<file path="src/rtl/vfx_ctrl_pkg.sv">
// Shared constants for the video effects control block: register map, CTRL bits,
// commit FSM encoding and the auto-cycle one-hot rotation helper.
package vfx_ctrl_pkg;

    localparam logic [2:0] REG_CTRL        = 3'd0;
    localparam logic [2:0] REG_EFFECT      = 3'd1;
    localparam logic [2:0] REG_KEY         = 3'd2;
    localparam logic [2:0] REG_THRESH      = 3'd3;
    localparam logic [2:0] REG_SUBST       = 3'd4;
    localparam logic [2:0] REG_PERIOD      = 3'd5;
    localparam logic [2:0] REG_FRAME_COUNT = 3'd6;
    localparam logic [2:0] REG_STATUS      = 3'd7;

    localparam int CTRL_COMMIT  = 0;
    localparam int CTRL_AUTO_EN = 1;
    localparam int CTRL_IRQ_EN  = 2;
    localparam int CTRL_PENDING = 3;

    typedef enum logic [1:0] {
        IDLE    = 2'd0,
        PENDING = 2'd1,
        APPLY   = 2'd2
    } state_t;

    localparam int         AUTO_W     = 5;
    localparam logic [4:0] AUTO_FIRST = 5'b00001;

    // Rotate the effect[5:1] group; an empty group restarts at the first effect.
    function automatic logic [AUTO_W-1:0] auto_rotate(input logic [AUTO_W-1:0] cur);
        if (cur == '0)
            return AUTO_FIRST;
        return {cur[AUTO_W-2:0], cur[AUTO_W-1]};
    endfunction

endpackage

</file>
<file path="src/rtl/vfx_ctrl_autocycle.sv">
// Demo sequencer: counts frames and advances effect[5:1] one-hot every period frames.
// step fires combinationally on the qualifying SOF; a manual apply on that SOF suppresses it.
module vfx_ctrl_autocycle
    import vfx_ctrl_pkg::*;
(
    input  logic        clk,
    input  logic        reset,
    input  logic        sof,
    input  logic        auto_en,
    input  logic [15:0] period,
    input  logic [7:0]  effect_in,
    input  logic        apply_override,
    output logic [7:0]  effect_next,
    output logic        step
);

    logic [15:0] step_cnt;
    logic [15:0] period_eff;
    logic        last_frame;

    assign period_eff  = (period == 16'd0) ? 16'd1 : period;
    assign last_frame  = ({1'b0, step_cnt} + 17'd1) >= {1'b0, period_eff};
    assign step        = auto_en & sof & ~apply_override & last_frame;
    assign effect_next = {effect_in[7:6], auto_rotate(effect_in[5:1]), effect_in[0]};

    always_ff @(posedge clk or negedge reset) begin
        if (!reset)
            step_cnt <= 16'd0;
        else if (!auto_en || (sof && (apply_override || last_frame)))
            step_cnt <= 16'd0;
        else if (sof)
            step_cnt <= step_cnt + 16'd1;
    end

endmodule

</file>
<file path="src/rtl/video_effects_ctrl.sv">
// Avalon-MM shadow register bank committed atomically to the effect outputs at frame start.
// Optional commit-done interrupt is built only when VFX_CTRL_IRQ_EN is defined.
module video_effects_ctrl
    import vfx_ctrl_pkg::*;
#(
    parameter logic [7:0]  DEFAULT_EFFECT = 8'h00,
    parameter logic [15:0] DEFAULT_PERIOD = 16'd60,
    parameter int          FRAME_CNT_W    = 32
) (
    input  logic                   clk,
    input  logic                   reset,
    input  logic [2:0]             avs_address,
    input  logic                   avs_write,
    input  logic [31:0]            avs_writedata,
    input  logic                   avs_read,
    output logic [31:0]            avs_readdata,
    input  logic                   st_valid,
    input  logic                   st_ready,
    input  logic                   st_sop,
    output logic [7:0]             effect,
    output logic [1:0]             effect_delete_rgb,
    output logic [1:0]             effect_quantif_level,
    output logic [15:0]            effect_color_key,
    output logic [15:0]            effect_color_key_threshold,
    output logic [15:0]            effect_color_substitute,
    output logic [FRAME_CNT_W-1:0] frame_count,
    output logic                   irq
);

    state_t      state, state_nxt;
    logic        sof, commit, apply, step;
    logic        auto_en, irq_en_rd, done_rd;
    logic [7:0]  sh_effect, auto_effect;
    logic [1:0]  sh_delete, sh_quant;
    logic [15:0] sh_key, sh_thresh, sh_subst, period;
    logic [31:0] rd_mux;
    logic        unused_wdata;

    assign sof          = st_valid & st_ready & st_sop;
    assign commit       = avs_write && (avs_address == REG_CTRL) && avs_writedata[CTRL_COMMIT];
    assign apply        = (state == APPLY);
    assign unused_wdata = ^avs_writedata[31:16];

    always_ff @(posedge clk or negedge reset) begin
        if (!reset)
            state <= IDLE;
        else
            state <= state_nxt;
    end

    // A commit landing during APPLY is kept by re-entering PENDING afterwards.
    always_comb begin
        state_nxt = state;
        case (state)
            IDLE:    if (commit) state_nxt = PENDING;
            PENDING: if (sof)    state_nxt = APPLY;
            APPLY:   state_nxt = commit ? PENDING : IDLE;
            default: state_nxt = IDLE;
        endcase
    end

    always_ff @(posedge clk or negedge reset) begin
        if (!reset) begin
            sh_effect <= DEFAULT_EFFECT;
            sh_delete <= 2'd0;
            sh_quant  <= 2'd0;
            sh_key    <= 16'd0;
            sh_thresh <= 16'd0;
            sh_subst  <= 16'd0;
            period    <= DEFAULT_PERIOD;
            auto_en   <= 1'b0;
        end else if (avs_write) begin
            case (avs_address)
                REG_CTRL:   auto_en <= avs_writedata[CTRL_AUTO_EN];
                REG_EFFECT: begin
                    sh_effect <= avs_writedata[7:0];
                    sh_delete <= avs_writedata[9:8];
                    sh_quant  <= avs_writedata[11:10];
                end
                REG_KEY:    sh_key    <= avs_writedata[15:0];
                REG_THRESH: sh_thresh <= avs_writedata[15:0];
                REG_SUBST:  sh_subst  <= avs_writedata[15:0];
                REG_PERIOD: period    <= (avs_writedata[15:0] == 16'd0) ? 16'd1 : avs_writedata[15:0];
                default:    ;
            endcase
        end
    end

    vfx_ctrl_autocycle u_autocycle (
        .clk            (clk),
        .reset          (reset),
        .sof            (sof),
        .auto_en        (auto_en),
        .period         (period),
        .effect_in      (effect),
        .apply_override (state == PENDING),
        .effect_next    (auto_effect),
        .step           (step)
    );

    always_ff @(posedge clk or negedge reset) begin
        if (!reset) begin
            effect                     <= DEFAULT_EFFECT;
            effect_delete_rgb          <= 2'd0;
            effect_quantif_level       <= 2'd0;
            effect_color_key           <= 16'd0;
            effect_color_key_threshold <= 16'd0;
            effect_color_substitute    <= 16'd0;
        end else if (apply) begin
            effect                     <= sh_effect;
            effect_delete_rgb          <= sh_delete;
            effect_quantif_level       <= sh_quant;
            effect_color_key           <= sh_key;
            effect_color_key_threshold <= sh_thresh;
            effect_color_substitute    <= sh_subst;
        end else if (step) begin
            effect <= auto_effect;
        end
    end

    always_ff @(posedge clk or negedge reset) begin
        if (!reset)
            frame_count <= '0;
        else if (sof)
            frame_count <= frame_count + 1'b1;
    end

`ifdef VFX_CTRL_IRQ_EN
    logic irq_en, done;

    always_ff @(posedge clk or negedge reset) begin
        if (!reset) begin
            irq_en <= 1'b0;
            done   <= 1'b0;
        end else begin
            if (avs_write && avs_address == REG_CTRL)
                irq_en <= avs_writedata[CTRL_IRQ_EN];
            // Setting on APPLY takes priority over a simultaneous clear.
            if (apply)
                done <= 1'b1;
            else if (avs_write && avs_address == REG_STATUS && avs_writedata[0])
                done <= 1'b0;
        end
    end

    assign irq       = done & irq_en;
    assign irq_en_rd = irq_en;
    assign done_rd   = done;
`else
    assign irq       = 1'b0;
    assign irq_en_rd = 1'b0;
    assign done_rd   = 1'b0;
`endif

    always_comb begin
        rd_mux = 32'd0;
        case (avs_address)
            REG_CTRL: begin
                rd_mux[CTRL_AUTO_EN] = auto_en;
                rd_mux[CTRL_IRQ_EN]  = irq_en_rd;
                rd_mux[CTRL_PENDING] = (state == PENDING);
            end
            REG_EFFECT:      rd_mux[11:0] = {sh_quant, sh_delete, sh_effect};
            REG_KEY:         rd_mux[15:0] = sh_key;
            REG_THRESH:      rd_mux[15:0] = sh_thresh;
            REG_SUBST:       rd_mux[15:0] = sh_subst;
            REG_PERIOD:      rd_mux[15:0] = period;
            REG_FRAME_COUNT: rd_mux       = 32'(frame_count);
            REG_STATUS:      rd_mux[0]    = done_rd;
            default:         rd_mux       = 32'd0;
        endcase
    end

    always_ff @(posedge clk or negedge reset) begin
        if (!reset)
            avs_readdata <= 32'd0;
        else if (avs_read)
            avs_readdata <= rd_mux;
    end

endmodule

</file>
<file path="config.mk">
export PLATFORM = sky130hd
export DESIGN_NAME = video_effects_ctrl
export DESIGN_NICKNAME = d
export VERILOG_FILES = /design/src/rtl/vfx_ctrl_pkg.sv /design/src/rtl/vfx_ctrl_autocycle.sv /design/src/rtl/video_effects_ctrl.sv
export SDC_FILE = /design/constraint.sdc
export NUM_CORES = 1
export LEC_CHECK = 0
export CAP_MARGIN = 20
export CELL_PAD_IN_SITES_DETAIL_PLACEMENT = 0
export CELL_PAD_IN_SITES_GLOBAL_PLACEMENT = 1
export CORE_MARGIN = 3
export CORE_UTILIZATION = 45
export CTS_CLUSTER_SIZE = 10
export DETAILED_ROUTE_END_ITERATION = 8
export GPL_ROUTABILITY_DRIVEN = 0
export PLACE_DENSITY_LB_ADDON = 0.1
export RECOVER_POWER = 25
export SLEW_MARGIN = 5
export SYNTH_ARGS = -nofsm -noshare
export SYNTH_HDL_FRONTEND = slang
export SYNTH_SLANG_ARGS = --single-unit
</file>
<file path="constraint.sdc">
create_clock -name clk -period 6.4 [get_ports clk]
set_input_delay 1.28 -clock clk [delete_from_list [all_inputs] [get_ports clk]]
set_output_delay 1.28 -clock clk [all_outputs]
set_load 0.02 [all_outputs]
</file>
==> results of run 1 <==
## flip-flops by register name (all words and copies together), names as in the netlist
name,flops
avs_readdata,32
frame_count,32
effect_color_key,16
effect_color_key_threshold,16
effect_color_substitute,16
period,16
sh_key,16
sh_subst,16
sh_thresh,16
u_autocycle.step_cnt,16
effect,8
sh_effect,8
effect_delete_rgb,2
effect_quantif_level,2
sh_delete,2
sh_quant,2
state,2
auto_en,1
## logic make-up after synthesis
logic type / share of synthesized area, %
flip-flops: 54.5
AO/OA/AOI/OAI: 8.09
other: 0.0373
XOR/XNOR: 3.83
adder cells (fa/ha/maj): 2.24
AND/OR/NAND/NOR: 15.8
buffers and inverters: 3.41
multiplexers: 12.1
## layout make-up
| cell class | instances | area, um^2 |
|---|---|---|
| fill | 1969 | 9320 |
| sequential | 219 | 5490 |
| multi-input combinational | 647 | 4250 |
| timing repair buffer | 160 | 1570 |
| clock buffer | 46 | 736 |
| tap | 280 | 350 |
| inverter | 40 | 150 |
| clock inverter | 2 | 35.0 |
## Yosys cell counts, types with 3 or more instances
cell type,instances
nand2_1,222
dfrtp_1,215
mux2_2,97
inv_1,39
nor2_1,36
xnor2_1,34
clkbuf_1,29
a21oi_1,25
nand3_1,24
o21ai_0,24
ha_1,18
and3_1,16
mux2i_1,13
a221oi_1,12
a22o_1,11
nand4_1,10
nor3_1,10
xor2_1,10
buf_1,9
nor4_1,8
a22oi_1,7
o211ai_1,7
a31oi_1,6
and4_1,5
nand2b_1,5
nor2b_1,5
buf_2,4
dfstp_2,4
nor3b_1,4
or2_2,4
o22ai_1,3
## worst paths after layout
| check | startpoint | end |
|---|---|---|
| worst min register to register | effect_color_key[8] | effect_color_key[8] |
| max in group asynchronous | reset | period[0] |
| min in group asynchronous | reset | u_autocycle.step_cnt[1] |
| worst max register to register | u_autocycle.step_cnt[0] | u_autocycle.step_cnt[2] |
| worst min-delay path | effect_color_key[8] | effect_color_key[8] |
| worst max-delay path | u_autocycle.step_cnt[0] | u_autocycle.step_cnt[2] |
## layer usage
layer | share of wire (%) | wire length, um | vias to the layer above | GRT usage (%)
li1 | - | - | 3547 | -
met2 | 48 | 13000 | 170 | 37.5
met1 | 45 | 12200 | 3762 | 31.0
met3 | 4.3 | 1170 | 41 | 3.55
met5 | 0 | 0 | - | 0
met4 | 2.3 | 629 | 0 | 5.34
## per-stage QoR
| stage | instances | total power [mW] |
|---|---|---|
| floorplan | 951 | 2.51 |
| global placement | 1345 | 3.12 |
| detailed placement | 1345 | 3.13 |
| CTS | 1393 | 4.50 |
| global route | 1394 | 4.68 |
| finish | 1394 | 4.45 |
## worst max-delay path, cell delays in order, from the launching register on
cell and delay (ns):
dfrtp_1 0.47, ha_1 0.31, nand4_1 0.18, nor2_1 0.27
nand2_1 0.14, nor2_1 0.14, xor2_1 0.22, ha_1 0.30
and3_4 0.18, a221o_1 0.36, or3_4 0.41, or2_0 0.50
nor2_4 0.39, a22o_1 0.19
## where the power goes
group | total, mW | switching [mW] | internal (mW)
clock network | 1.34 | 0.565 | 0.777
registers | 1.94 | 0.254 | 1.69
logic | 1.16 | 0.591 | 0.568
==> flow_summary.ini, run 1 <==
[cts]
cts_sinks = 219
cts.path.max_buffers = 3
cts_max_level = 1
clkTransAtPathRegs_ns = 0.06
clock_latency_ns = 0.54
post_cts_resized = 0
root_buffer = clkbuf_16
cts_buffers = 26
cts_setup_buffers = 0
ctsHoldBuffers = 0
cts_tree = yes

[global_route]
grt_usage_pct = 22.4
grt.overflow.total = 0
grt_pass1_wl_um = 43300
grt_max_degree = 125
antenna_found_initial = 0
grt_pass1_vias = 7692

[synth]
synthArstFlopShare_pct = 100
synth_edf_count = 0
ys_seq_area_share_pct = 54.5
syn-num-nets = 1011
synth_area_leader_cell = dfrtp_1
synth_area_per_cell_um2 = 10.6
synth.yosys.warnings = 0
postSynthCellCount = 951
yosys-top-cells-area = dfrtp_1, mux2_2, nand2_1
ys_ff_latch = 219
synth.top_cell.area_share_pct = 53.4
synth_area_um2 = 10100
ys.flop_type = dfrtp_1
synth_cell_type_count = 57

[setup_path]
cp-start-kind = register
r2r_slack_ns = 2.28
critical_path_class = reg -> reg
end_kind = register
crit_required_ns = 6.86
arrival_ns = 4.58
path_max_fanout = 11
rr_worst_depth = 13

[sta]
setup_tns_ns = 0
hold_viol_final = 0
slew_violations = 191
period_minus_slack_ns = 4.12
worst_hold_slack_ns = 0.475
skew_ns = 0.0198
setup_ws_ns = 2.28
max-slew-margin-rel_pct = -113
finalSetupViolCount = 0
min_period_over_period_pct = 64.3
worst_slew_pin_slew_ns = 3.20
max_freq_ghz = 0.243
rsz0062_at_grt = false

[die]
pin_count = 167
dieArea_um2 = 24200
start_util_pct = 46.0
coreArea_um2 = 21900
die_h_um = 156
rows = 54
die_w_um = 156

[run_status]
status = finished, violations left
failed_checks = max-capacitance violations, max-slew violations

[layout]
final_common_cell = nand2_1
fin_area_um2 = 12600
antennaDiodeCount = 0
final_nets = 1154
final_core_util_pct = 57.4
area_growth_pct = 24.9
drive_gt1_share_pct = 14.0
final_cell_mix = nand2_1, dfrtp_1, clkdlybuf4s50_1, mux2_2, inv_1

[min_path]
worstHoldPathCells = 2
hp-class = reg -> reg

[route]
via_count = 7520
vias_per_cell = 5.39
wirelength_um = 27000
avgRoutedWirePerCell_um = 19.4
drc = 0
drtIter0Drc = 326
first_pass_iters = 6
ant_nets = 0

[power_and_ir_drop]
cellPowerDensity_nw_per_um2 = 354
ir_worst_vdd_uv = 244
power_leakage_nw = 5.68

[job]
cap_viol_max_count = 2

[place]
placed_area_um2 = 11800
dp_slack_ns = 2.06
portBuffers = 149
dp_hpwl_um = 18600
Note: power is estimated with default switching activity, not from simulation.
==> run 2, diff against run 1 <==
--- a/config.mk
+++ b/config.mk
@@ -9,7 +9,7 @@
 export CELL_PAD_IN_SITES_DETAIL_PLACEMENT = 0
 export CELL_PAD_IN_SITES_GLOBAL_PLACEMENT = 1
 export CORE_MARGIN = 3
-export CORE_UTILIZATION = 45
+export CORE_UTILIZATION = 42
 export CTS_CLUSTER_SIZE = 10
 export DETAILED_ROUTE_END_ITERATION = 8
 export GPL_ROUTABILITY_DRIVEN = 0
==> constraint.sdc (replaced) <==
create_clock -name clk -period 4.1 [get_ports clk]
set_input_delay 0.82 -clock clk [delete_from_list [all_inputs] [get_ports clk]]
set_output_delay 0.82 -clock clk [all_outputs]
set_load 0.02 [all_outputs]
==> flow_summary.ini, run 2 (same netlist as run 1, synthesis figures left out) <==
[layout]
final_common_cell = nand2_1
final_cell_mix = nand2_1, dfrtp_1, clkdlybuf4s50_1, mux2_2, inv_1
area_growth_pct = 26.7
fin_cells = 1447
drive_gt1_share_pct = 15.1
reg_top3 = avs_readdata x32, frame_count x32
final_core_util_pct = 54.2
antennaDiodeCount = 0
final_nets = 1168

[sta]
max_freq_ghz = 0.269
min_period_over_period_pct = 90.8
skew_ns = 0.0158
hold_viol_final = 0
worst_slew_pin_slew_ns = 3.21
setup_tns_ns = 0
slew_violations = 120
worst_hold_slack_ns = 0.471
max-slew-margin-rel_pct = -114
finalSetupViolCount = 0
period_minus_slack_ns = 3.72
rsz0062_at_grt = false
setup_ws_ns = 0.377

[cts]
cts_buffers = 26
clock_latency_ns = 0.54
post_cts_resized = 0
cts_max_level = 1
root_buffer = clkbuf_16
cts.path.max_buffers = 3
ctsHoldBuffers = 0
cts_setup_buffers = 0
cts_sinks = 219
cts_tree = yes
clkTransAtPathRegs_ns = 0.06

[global_route]
grt_pass1_wl_um = 44300
grt_max_degree = 122
grt.overflow.total = 0
grt_usage_pct = 21.6
antenna_found_initial = 0
grt_pass1_vias = 7669

[die]
coreArea_um2 = 23500
start_util_pct = 42.8
pin_count = 167
rows = 56
die_h_um = 161
dieArea_um2 = 25900
die_w_um = 161

[setup_path]
crit_family = simple AND/OR/NAND/NOR gates
cp_slowest_cell = dfrtp_1
crit_required_ns = 4.57
path_max_fanout = 11
r2r-start = u_autocycle.step_cnt[1]
cp-start-kind = register
end_kind = register
worstPathCellList = ha_1 > nand4_1 > nor2_1 > nand2_1 > nor2_1 > xor2_1 > ha_1 > and3_4 > a221o_1 > or3_4 > or2_0 > buf_4 > nor2_4 > a22o_1
critical_path_class = reg -> reg
slowest_delay_ns = 0.41
critPathBufInv = 1
crit_start = u_autocycle.step_cnt[1]
arrival_ns = 4.19

[power_and_ir_drop]
power_leakage_nw = 5.76
p_comb_share_pct = 26.2
ir_worst_vdd_uv = 316
p_sw_mw = 2.22
switching_share_pct = 31.9
internal_power_mw = 4.73
cellPowerDensity_nw_per_um2 = 545
p_clk_share_pct = 30.0
power_frac_seq_pct = 43.8

[route]
vias_per_cell = 5.18
drc = 0
wirelength_um = 28000
drtIter0Drc = 444
first_pass_iters = 5
ant_nets = 0
via_count = 7491
avgRoutedWirePerCell_um = 19.3

[run_status]
status = finished, violations left
failed_checks = max-capacitance violations, max-slew violations

[place]
portBuffers = 149
dp_hpwl_um = 19700
dp_slack_ns = 0.418
dp_cells = 1399

[min_path]
min_from = effect_color_key_threshold[12]
hp-class = reg -> reg

[job]
cap_viol_max_count = 1
==> run 2: cell types whose count changed in the layout (fill, tap and decap cells not counted) <==
cell | before | now
clkinv_4 | 0 | 1
buf_4 | 10 | 23
clkinv_2 | 1 | 0
clkbuf_8 | 1 | 0
buf_12 | 0 | 2
==> run 2: tightest hold or removal path: stages, from the launching register on <==
cell and delay [ns]:
dfrtp_1 0.33, nand2_1 0.05, nand2_1 0.05
==> run 2: power by group through the flow <==
stage / combinational [mW] / sequential (mW) / clock [mW]
after floorplan: 0.613 / 3.31 / 0
after global placement: 1.82 / 3.07 / 0
after detailed placement: 1.84 / 3.07 / 0
after CTS: 1.85 / 3.05 / 2.13
after global routing: 1.98 / 3.11 / 2.23
final: 1.82 / 3.04 / 2.09
==> run 2: worst paths after layout <==
kind / end / depth (start not counted) / slack [ns]
max reg2reg: u_autocycle.step_cnt[2] / 14 / 0.38
min: effect_color_key_threshold[12] / 2 / 0.47
min reg2reg: effect_color_key_threshold[12] / 2 / 0.47
max in group asynchronous: sh_effect[5] / 1 / 0.86
max: u_autocycle.step_cnt[2] / 14 / 0.38
min in group asynchronous: effect_color_key_threshold[3] / 1 / 1.29
==> run 2: area by class of cell <==
| cell class | count | area [um^2] |
|---|---|---|
| fillers | 2210 | 10800 |
| inverters | 40 | 150 |
| multi-input cells | 647 | 4250 |
| flip-flops and latches | 219 | 5490 |
| repair buffers | 174 | 1700 |
| clock buffers | 46 | 726 |
| clock inverters | 2 | 38.8 |
| well taps | 319 | 399 |
==> run 2: routing by layer <==
metal / track usage (%) / part of all wire (%) / vias to the layer above
li1: - / - / 3586
met1: 30.3 / 46 / 3707
met2: 36.2 / 48 / 158
met3: 3.02 / 3.7 / 40
met4: 4.46 / 2.2 / 0
met5: 0 / 0 / -
==> run 2: per-stage QoR <==
step / area, um^2 / power (mW)
finish: 12800 / 6.95
global route: 12800 / 7.32
CTS: 12800 / 7.03
detailed placement: 12000 / 4.91
global placement: 12000 / 4.89
floorplan: 10100 / 3.92
